`config.mk`:
```
export PLATFORM = sky130hd
export DESIGN_NAME = wshb_stream_slave
export DESIGN_NICKNAME = d
export VERILOG_FILES = /design/src/rtl/video_pkg.sv /design/src/rtl/sync_fifo.sv /design/src/rtl/wshb_stream_slave.sv
export SDC_FILE = /design/constraint.sdc
export NUM_CORES = 1
export LEC_CHECK = 0
export BUFFER_PORTS_ARGS = -buffer_cell sky130_fd_sc_hd__buf_4
export CAP_MARGIN = 20
export CORE_ASPECT_RATIO = 1.2
export CORE_MARGIN = 2
export CORE_UTILIZATION = 50
export CTS_BUF_LIST = sky130_fd_sc_hd__clkbuf_8
export CTS_CLUSTER_DIAMETER = 120
export DETAILED_ROUTE_END_ITERATION = 12
export GPL_TIMING_DRIVEN = 0
export PLACE_DENSITY = 0.7
export SYNTH_ARGS = -nofsm -noshare
export SYNTH_HDL_FRONTEND = slang
export SYNTH_HIERARCHICAL = 1
export SYNTH_SLANG_ARGS = --single-unit
```
`constraint.sdc`:
```
create_clock -name sys_clk -period 4.6 [get_ports sys_clk]
set_input_delay 0.69 -clock sys_clk [delete_from_list [all_inputs] [get_ports sys_clk]]
set_output_delay 0.69 -clock sys_clk [all_outputs]
set_load 0.01 [all_outputs]
```
`src/rtl/video_pkg.sv`:
```
// Shared video stream types: frame geometry defaults, pixel beat layout and the
// Wishbone response / responder FSM encodings.
package video_pkg;

    localparam int HDISP_DEF = 800;
    localparam int VDISP_DEF = 480;

    typedef struct packed {
        logic [31:0] data;
        logic        sof;
        logic        eol;
    } px_beat_t;

    typedef enum logic [1:0] {
        ACK = 2'd0,
        ERR = 2'd1,
        RTY = 2'd2
    } wshb_resp_e;

    typedef enum logic {
        IDLE = 1'b0,
        RESP = 1'b1
    } wshb_state_e;

endpackage

```
`src/rtl/sync_fifo.sv`:
```
// First-word-fall-through synchronous FIFO with occupancy output; DEPTH must be a power of 2.
// A pop on a full FIFO frees a slot in the same cycle, so a simultaneous push is accepted.
module sync_fifo #(
    parameter int WIDTH = 34,
    parameter int DEPTH = 16
) (
    input  logic                   i_clk,
    input  logic                   i_rst_n,
    input  logic                   i_push,
    input  logic [WIDTH-1:0]       i_data,
    input  logic                   i_pop,
    output logic [WIDTH-1:0]       o_data,
    output logic                   o_empty,
    output logic                   o_full,
    output logic [$clog2(DEPTH):0] o_level
);
    localparam int AW = $clog2(DEPTH);
    localparam logic [AW:0] FULL_LEVEL = (AW+1)'(DEPTH);

    logic [WIDTH-1:0] r_mem [DEPTH];
    logic [AW-1:0]    r_wrPtr;
    logic [AW-1:0]    r_rdPtr;
    logic [AW:0]      r_level;
    logic             w_doPop;
    logic             w_doPush;

    assign w_doPop  = i_pop && (r_level != '0);
    assign w_doPush = i_push && ((r_level != FULL_LEVEL) || w_doPop);

    always_ff @(posedge i_clk) begin
        if (w_doPush) begin
            r_mem[r_wrPtr] <= i_data;
        end
    end

    always_ff @(posedge i_clk or negedge i_rst_n) begin
        if (!i_rst_n) begin
            r_wrPtr <= '0;
            r_rdPtr <= '0;
            r_level <= '0;
        end else begin
            if (w_doPush) begin
                r_wrPtr <= r_wrPtr + 1'b1;
            end
            if (w_doPop) begin
                r_rdPtr <= r_rdPtr + 1'b1;
            end
            r_level <= r_level + {AW'(0), w_doPush} - {AW'(0), w_doPop};
        end
    end

    assign o_data  = r_mem[r_rdPtr];
    assign o_empty = (r_level == '0);
    assign o_full  = (r_level == FULL_LEVEL);
    assign o_level = r_level;

endmodule

```
`src/rtl/wshb_stream_slave.sv`:
```
// Wishbone classic responder that buffers pixel writes and re-emits them as a sof/eol tagged stream.
// Build option WSHB_STREAM_RTY_EN: a write on a full FIFO is answered with rty instead of wait states.
module wshb_stream_slave
    import video_pkg::*;
#(
    parameter int HDISP      = HDISP_DEF,
    parameter int VDISP      = VDISP_DEF,
    parameter int FIFO_DEPTH = 16
) (
    input  logic        sys_clk,
    input  logic        sys_rst_n,
    input  logic        wb_cyc,
    input  logic        wb_stb,
    input  logic        wb_we,
    input  logic [31:0] wb_adr,
    input  logic [3:0]  wb_sel,
    input  logic [31:0] wb_dat_ms,
    output logic [31:0] wb_dat_sm,
    output logic        wb_ack,
    output logic        wb_err,
    output logic        wb_rty,
    output logic [31:0] px_data,
    output logic        px_sof,
    output logic        px_eol,
    output logic        px_valid,
    input  logic        px_ready
);
    localparam int LW = $clog2(FIFO_DEPTH) + 1;
    localparam int CW = (HDISP > 1) ? $clog2(HDISP) : 1;
    localparam int RW = (VDISP > 1) ? $clog2(VDISP) : 1;
    localparam logic [CW-1:0] COL_LAST = CW'(HDISP - 1);
    localparam logic [RW-1:0] ROW_LAST = RW'(VDISP - 1);

    wshb_state_e r_state, w_stateNext;
    wshb_resp_e  r_resp, w_respNext;
    logic [31:0] r_datSm, w_datNext;
    logic [15:0] r_ovfCnt;
    logic        r_stallSeen, w_stallNext;
    logic        w_ovfInc;
    logic        w_push;
    logic        w_pop;
    logic        w_full;
    logic        w_empty;
    logic [LW-1:0] w_level;
    logic [CW-1:0] r_col, w_colCur;
    logic [RW-1:0] r_row, w_rowCur;
    px_beat_t    w_pushBeat;
    px_beat_t    w_headBeat;

    assign px_valid = !w_empty;
    assign w_pop    = px_valid && px_ready;

    // A write to address 0 restarts the frame before this word is tagged.
    assign w_colCur = (wb_adr == 32'd0) ? '0 : r_col;
    assign w_rowCur = (wb_adr == 32'd0) ? '0 : r_row;

    assign w_pushBeat.data = wb_dat_ms;
    assign w_pushBeat.sof  = (w_colCur == '0) && (w_rowCur == '0);
    assign w_pushBeat.eol  = (w_colCur == COL_LAST);

    always_comb begin
        w_stateNext = r_state;
        w_respNext  = r_resp;
        w_datNext   = '0;
        w_push      = 1'b0;
        w_ovfInc    = 1'b0;
        w_stallNext = 1'b0;
        case (r_state)
            IDLE: begin
                if (wb_cyc && wb_stb) begin
                    if (!wb_we) begin
                        w_stateNext = RESP;
                        w_respNext  = ACK;
                        w_datNext   = {r_ovfCnt, 8'(w_level), 8'(FIFO_DEPTH)};
                    end else if (wb_sel != 4'hF) begin
                        w_stateNext = RESP;
                        w_respNext  = ERR;
                    end else if (!w_full || w_pop) begin
                        w_push      = 1'b1;
                        w_stateNext = RESP;
                        w_respNext  = ACK;
                    end else begin
                        // The stall flag makes a waiting request count as one overflow.
                        w_ovfInc = !r_stallSeen;
`ifdef WSHB_STREAM_RTY_EN
                        w_stateNext = RESP;
                        w_respNext  = RTY;
`else
                        w_stallNext = 1'b1;
`endif
                    end
                end
            end
            RESP: begin
                w_stateNext = IDLE;
            end
            default: begin
                w_stateNext = IDLE;
            end
        endcase
    end

    always_ff @(posedge sys_clk or negedge sys_rst_n) begin
        if (!sys_rst_n) begin
            r_state     <= IDLE;
            r_resp      <= ACK;
            r_datSm     <= '0;
            r_stallSeen <= 1'b0;
            r_ovfCnt    <= '0;
        end else begin
            r_state     <= w_stateNext;
            r_resp      <= w_respNext;
            r_datSm     <= w_datNext;
            r_stallSeen <= w_stallNext;
            if (w_ovfInc && (r_ovfCnt != 16'hFFFF)) begin
                r_ovfCnt <= r_ovfCnt + 16'd1;
            end
        end
    end

    always_ff @(posedge sys_clk or negedge sys_rst_n) begin
        if (!sys_rst_n) begin
            r_col <= '0;
            r_row <= '0;
        end else if (w_push) begin
            if (w_colCur == COL_LAST) begin
                r_col <= '0;
                r_row <= (w_rowCur == ROW_LAST) ? '0 : w_rowCur + 1'b1;
            end else begin
                r_col <= w_colCur + 1'b1;
                r_row <= w_rowCur;
            end
        end
    end

    sync_fifo #(
        .WIDTH ($bits(px_beat_t)),
        .DEPTH (FIFO_DEPTH)
    ) u_fifo (
        .i_clk   (sys_clk),
        .i_rst_n (sys_rst_n),
        .i_push  (w_push),
        .i_data  (w_pushBeat),
        .i_pop   (w_pop),
        .o_data  (w_headBeat),
        .o_empty (w_empty),
        .o_full  (w_full),
        .o_level (w_level)
    );

    assign wb_ack    = (r_state == RESP) && (r_resp == ACK);
    assign wb_err    = (r_state == RESP) && (r_resp == ERR);
`ifdef WSHB_STREAM_RTY_EN
    assign wb_rty    = (r_state == RESP) && (r_resp == RTY);
`else
    assign wb_rty    = 1'b0;
`endif
    assign wb_dat_sm = r_datSm;

    assign px_data = px_valid ? w_headBeat.data : '0;
    assign px_sof  = px_valid && w_headBeat.sof;
    assign px_eol  = px_valid && w_headBeat.eol;

endmodule

```
Yosys cells after proc, flatten, opt, wreduce, memory -nomap -nowiden:

Memories as Yosys holds them, arrays and structs flattened.
Cells that the tools add are included.
W data, S select, Z words.

* bitwise gates (word level): 1
* equality and inequality tests: 8
* add/subtract/negate cells: 7
* reduce and logical (&&, ||, !) cells: 22
* multiplexer cells: 33

Operators by type and width (number)
* $mux W32: 4
* $logic_not A32 Y1: 1
* $mux W9: 3
* $mux W1: 20
* $mux W10: 2
* $add A16 B1 Y16 const B: 1
* $ne A16 B16 Y1 const B: 1
* $add A10 B1 Y10 const B: 1
* $eq A10 B10 Y1 const B: 1
* $logic_and A1 B1 Y1: 10
* $logic_not A10 Y1: 1
* $add A9 B1 Y9 const B: 1
* $eq A9 B9 Y1 const B: 1
* $logic_not A9 Y1: 1
* $add A4 B1 Y4 const B: 2
* $mux W2: 3
* $add A5 B1 Y5: 1
* $eq A5 B5 Y1 const B: 1
* $logic_not A5 Y1: 1
* $ne A5 B5 Y1 const B: 1
* $reduce_bool A5 Y1: 1
* $sub A5 B1 Y5: 1
* $ne A4 B4 Y1 const B: 1
* $logic_not A1 Y1: 3
* 7 further kinds: 8

* flip-flop bits (word level): 84
* memories kept: 1
* RAM bits: 544

Memory list
* u_fifo.r_mem: depth 16, width 34, read ports 1, clocked after memory_dff 0, wr ports 1, line sync_fifo.sv:20 `logic [WIDTH-1:0] r_mem [DEPTH];`

Longest topological paths before layout:

* depth after elaboration: 12
* gate-level depth with buffers: 20

Cells and area by module:

Netlist, hierarchy kept.

By module, submodules not included
* sync_fifo: instances 1, seq. area each 16661.0 µm², cells each 1069, area an instance 21609.5 µm²
* wshb_stream_slave: instances 1, seq. area each 1501.4 µm², cells each 331, area an instance 3210.6 µm²

Least setup slack after synthesis:

No wires, ideal clock.

* path type: reg-to-reg
* from: register u_fifo.r_level[2], in the netlist u_fifo/o_level[2]
* to: memory u_fifo.r_mem[3][0] (enable)
* cell stages (with the launch flop): 14
* data required time: 4.133 ns
* slack: -0.409 ns
* library setup time: 0.467 ns
* period minus slack after synthesis: 5.009 ns
* data arrival time: 4.541 ns
* path buffers: 2
* path through: dfrtp_1 > inv_1 > ha_1 > nor4b_1 > inv_2 > nand2_2 > inv_2 > o2111ai_1 > inv_2 > buf_2 > o21a_1 > clkbuf_1 > nand2_1 > nor3_1

* word-level cells in the longest chain between the ends: 12
* elaborated cells between the ends (all ways): 18
* those cells by class: eq/ne: 2; mux: 7; reduce/logical: 9

RTL lines
* start: declaration: line sync_fifo.sv:23 `logic [AW:0] r_level;`
* start signal: assignment: line sync_fifo.sv:48 `r_level <= r_level + {AW'(0), w_doPush} - {AW'(0), w_doPop};`
* $logic_not A5 Y1: line sync_fifo.sv:53 `assign o_empty = (r_level == '0);`
* via w_empty: line wshb_stream_slave.sv:43 `logic w_empty;`
* $logic_not A1 Y1: line wshb_stream_slave.sv:50 `assign px_valid = !w_empty;`
* via px_valid: line wshb_stream_slave.sv:25 `output logic px_valid,`
* $logic_and A1 B1 Y1: line wshb_stream_slave.sv:51 `assign w_pop = px_valid && px_ready;`
* via w_pop: line wshb_stream_slave.sv:41 `logic w_pop;`
* $logic_or A1 B1 Y1: line wshb_stream_slave.sv:78 `end else if (!w_full || w_pop) begin`
* $mux W1: line wshb_stream_slave.sv:78
* $mux W1: line wshb_stream_slave.sv:75 `end else if (wb_sel != 4'hF) begin`
* $mux W1: line wshb_stream_slave.sv:71 `if (!wb_we) begin`
* $mux W1: line wshb_stream_slave.sv:70 `if (wb_cyc && wb_stb) begin`
* $mux W1: line wshb_stream_slave.sv:68 `case (r_state)`
* via w_push: line wshb_stream_slave.sv:40 `logic w_push;`
* $logic_and A1 B1 Y1: line sync_fifo.sv:28 `assign w_doPush = i_push && ((r_level != FULL_LEVEL) || w_doPop);`
* $mux W1: line sync_fifo.sv:31 `if (w_doPush) begin`
* $mux W1 (not written as such): line sync_fifo.sv:32 `r_mem[r_wrPtr] <= i_data;`
* end: declaration: line sync_fifo.sv:20

The timed path passes the listed nets, and every way through them passes these cells.

Worst setup path in the final report:

* from: register u_fifo.r_level[2], in the netlist u_fifo/o_level[2]
* to: memory u_fifo.r_mem[11][24] (enable)

* word-level cells in the longest chain between the ends: 12
* elaborated cells between the ends (all ways): 18
* those cells by class: eq/ne: 2; mux: 7; reduce/logical: 9

RTL lines (line)
* $logic_not A5 Y1: sync_fifo.sv:53
* via w_empty: wshb_stream_slave.sv:43
* $logic_not A1 Y1: wshb_stream_slave.sv:50
* $logic_and A1 B1 Y1: wshb_stream_slave.sv:51
* via w_pop: wshb_stream_slave.sv:41
* $logic_or A1 B1 Y1: wshb_stream_slave.sv:78
* $mux W1: wshb_stream_slave.sv:78
* $mux W1: wshb_stream_slave.sv:75
* $mux W1: wshb_stream_slave.sv:71
* $mux W1: wshb_stream_slave.sv:70
* $mux W1: wshb_stream_slave.sv:68
* via w_push: wshb_stream_slave.sv:40
* $logic_and A1 B1 Y1: sync_fifo.sv:28
* $mux W1: sync_fifo.sv:31
* $mux W1 (not written as such): sync_fifo.sv:32

The timed path passes the listed nets, and every way through them passes these cells.

==> reports/qor.csv <==
metric;value;unit
Worst Hold Class;primary input to asynchronous set/reset pin;
Post-DRT Antenna Nets;0;
placed insts;2201;
first-pass GRT wire length;85.6;mm
warning count from the yosys run;6;
Bufs on Longest Clock Path;3;
R2R depth;14;
Post-Synthesis Cells;1400;
number of I/O port buffers;132;
vias in the first global route;14533;
H-tree Lvls;3;
Final HPWL DP;35.8;mm
vias per inst;5.82;
most common cell in the netlist;edfxtp_1;
Leakage;10.5;nW
Critical Path AT;4580;ps
status;finished clean;
Syn Area/Cell;17.7;µm²
sequential power share;0.407;
first-pass detailed-route iteration total;5;
CP Max Fanout;19;
Worst slew margin;0.306;
Starting Density;0.505;
# clock sinks;617;
top post-synthesis cells by area;edfxtp_1 66%, dfrtp_1 7.4%, mux4_2 6.2%;
sw frac;0.316;
fin nets;1756;
Period minus WS final;4240;ps
Worst Max-Slew Pin Slew;1040;ps
DR vias;13848;
Crit. End Element;flop;
DRC;0;
NetSw;0.00483;W
CTS Hold Bufs;0;
final count of negative-setup-slack endpoints;0;
clock skew;34.9;ps
Die Y;248;µm
routability cong.;0.782;
antenna violations before repair;1;
worst vdd ir;0.000369;V
largest net degree at the start of global routing;74;
Yosys top cell area share;0.658;
Worst EP required;4940;ps
Post-CTS Resized;0;
area leader, netlist;edfxtp_1;
part of the Yosys area used for sequential elements;0.732;
Finished Layout Cells;2379;
final hold viol count;0;
Final Max Slew Viols;0;
die area;51400;µm²
gr usage total;0.222;
period utilisation layout;0.923;
Post-Syn Area;24800;µm²
clock-pin transition on the worst setup and hold timing paths;70;ps
number of synthesized flops with an enable pin;544;
worst-skew pair later-pin latency;670;ps
core area;49100;µm²
IO Pins;144;
startpoint types;flop;
Routed WL;56.1;mm
FMAX;0.236;GHz
Num CTS Buffers;94;
total grt overflow;0;
main flop type after synthesis;edfxtp_1;
Crit Path Category;flop to flop;
TNS Setup;0;ps
ys async rst share;0.118;
number of synthesized register bits;617;
Root Driver;clkbuf_8;
RSZ-0062 raised after global routing;false;
die width;207;µm
Int Pwr;0.0104;W
Wirelength per Cell;23.6;µm
CTS tree;built;
num rows;89;
initial DRC count;928;
clock share of power;0.273;
layout cell share with drive strength beyond 1;0.248;
distinct cell type count after synthesis;62;
Fillers;3610;
Comb pwr share;0.320;
Post-synth top cells;544 x edfxtp_1, 141 x mux2i_1, 73 x dfrtp_1;
Synth-to-Final Area Change;17.3;%
max cap viols;0;
pwr dens;524;nW/µm²
state kept, by name, indices dropped and copies added, names as in the netlist, 4 cells and up:
name            cells
r_ovfCnt           16
u_fifo/r_rdPtr      4
r_row               9
u_fifo/o_level      5
wb_dat_sm          22
u_fifo/r_mem      544
r_col              10
u_fifo/r_wrPtr      4
metrics by stage:
stage / cell area [µm²] / power [W] / util / hold WS, ps / setup slack [ps]
floorplan: 24900 / 0.00946 / - / 394 / 500
global placement: 26700 / 0.0111 / 0.543 / 482 / -1840
detailed placement: 27300 / 0.0112 / 0.556 / 505 / 199
CTS: 29100 / 0.0154 / 0.592 / 167 / 152
global route: 29100 / 0.0160 / 0.593 / 228 / 48.7
finish: 29100 / 0.0153 / 0.593 / 150 / 356
cell type report:
type	instances	area, µm²	share of cell area
clock buffers	104	1430	0.0492
flip-flops and latches	617	18200	0.624
repair buffers	160	1580	0.0541
well taps	637	797	0.0274
diodes	1	2.50	0.0000859
clock inverters	67	313	0.0107
inverters	21	78.8	0.00271
multi-input cells	687	6210	0.213
plain buffers	85	549	0.0189
per-layer routing:
| layer | GRT usage | wire [µm] |
|---|---|---|
| met4 | 0.0954 | 1700 |
| met2 | 0.383 | 28600 |
| met3 | 0.0385 | 3590 |
| met1 | 0.280 | 22200 |
| met5 | 0 | 0 |
logic make-up after synthesis:
logic type | count (synthesis) | share of synthesized area
and+or+nand+nor | 239 | 0.0519
buffers and inverters | 106 | 0.0253
muxes | 210 | 0.119
adders and majority gates | 16 | 0.00837
AOI/OAI and AO/OA | 186 | 0.0547
DFF | 617 | 0.732
other | 1 | 0.000151
xor gates and xnor gates | 25 | 0.00882
repair_timing:
item	CTS	global route
buffers inserted	0	4
endpoints found under the hold margin	0	0
endpoints found under the setup margin	0	52
layout by cell type, fill, tap and decap left out, types with 7 or more instances in the layout:
| cell | Yosys | final |
|---|---|---|
| buf_6 | 19 | 19 |
| buf_4 | 16 | 155 |
| nand3_1 | 13 | 13 |
| edfxtp_1 | 544 | 544 |
| clkinv_2 | 0 | 15 |
| mux4_2 | 68 | 68 |
| xnor2_1 | 22 | 22 |
| nand4_1 | 16 | 16 |
| a22o_1 | 7 | 7 |
| and2_1 | 25 | 25 |
| buf_2 | 13 | 13 |
| inv_1 | 17 | 44 |
| o21ai_0 | 44 | 44 |
| nor2_1 | 30 | 18 |
| mux2i_1 | 141 | 141 |
| buf_16 | 0 | 15 |
| clkbuf_1 | 35 | 35 |
| a22oi_1 | 35 | 35 |
| nor4_1 | 13 | 13 |
| clkbuf_8 | 0 | 104 |
| nand2_1 | 68 | 68 |
| nor2_4 | 0 | 12 |
| dfrtp_1 | 73 | 73 |
| clkinv_1 | 1 | 21 |
| conb_1 | 1 | 11 |
| nor2b_1 | 33 | 33 |
| ha_1 | 15 | 15 |
| a221oi_1 | 68 | 68 |
| a21oi_1 | 10 | 10 |
power by group through the flow:
stage / Combinational (W) / Sequential (W) / Clock (W)
floorplan: 0.00315 / 0.00631 / 0
global placement: 0.00483 / 0.00632 / 0
detailed placement: 0.00492 / 0.00632 / 0
CTS: 0.00494 / 0.00621 / 0.00427
global route: 0.00526 / 0.00621 / 0.00450
finish: 0.00488 / 0.00621 / 0.00417
critical path, cell delays in order (launching register included):
cell and delay, ps:
dfrtp_1 380, inv_1 80, ha_1 210, nor4b_2 220
inv_2 100, nand2_2 70, inv_2 100, o2111ai_1 370
inv_2 240, buf_2 260, o21a_1 150, clkbuf_1 310
nand2_1 370, nor2_4 800, buf_16 250
final timing paths:
check | from | end | slack, ps
setup / recovery | u_fifo/o_level[2] | u_fifo/r_mem[11][24] | 360
hold / removal | sys_rst_n | r_col[8] | 150
setup reg to reg | u_fifo/o_level[2] | u_fifo/r_mem[11][24] | 360
hold reg to reg | r_ovfCnt[5] | r_ovfCnt[5] | 510
max in group asynchronous | sys_rst_n | r_ovfCnt[5] | 3790
min in group sys_clk | wb_we | r_state | 270
(Power assumes the default switching activity.)
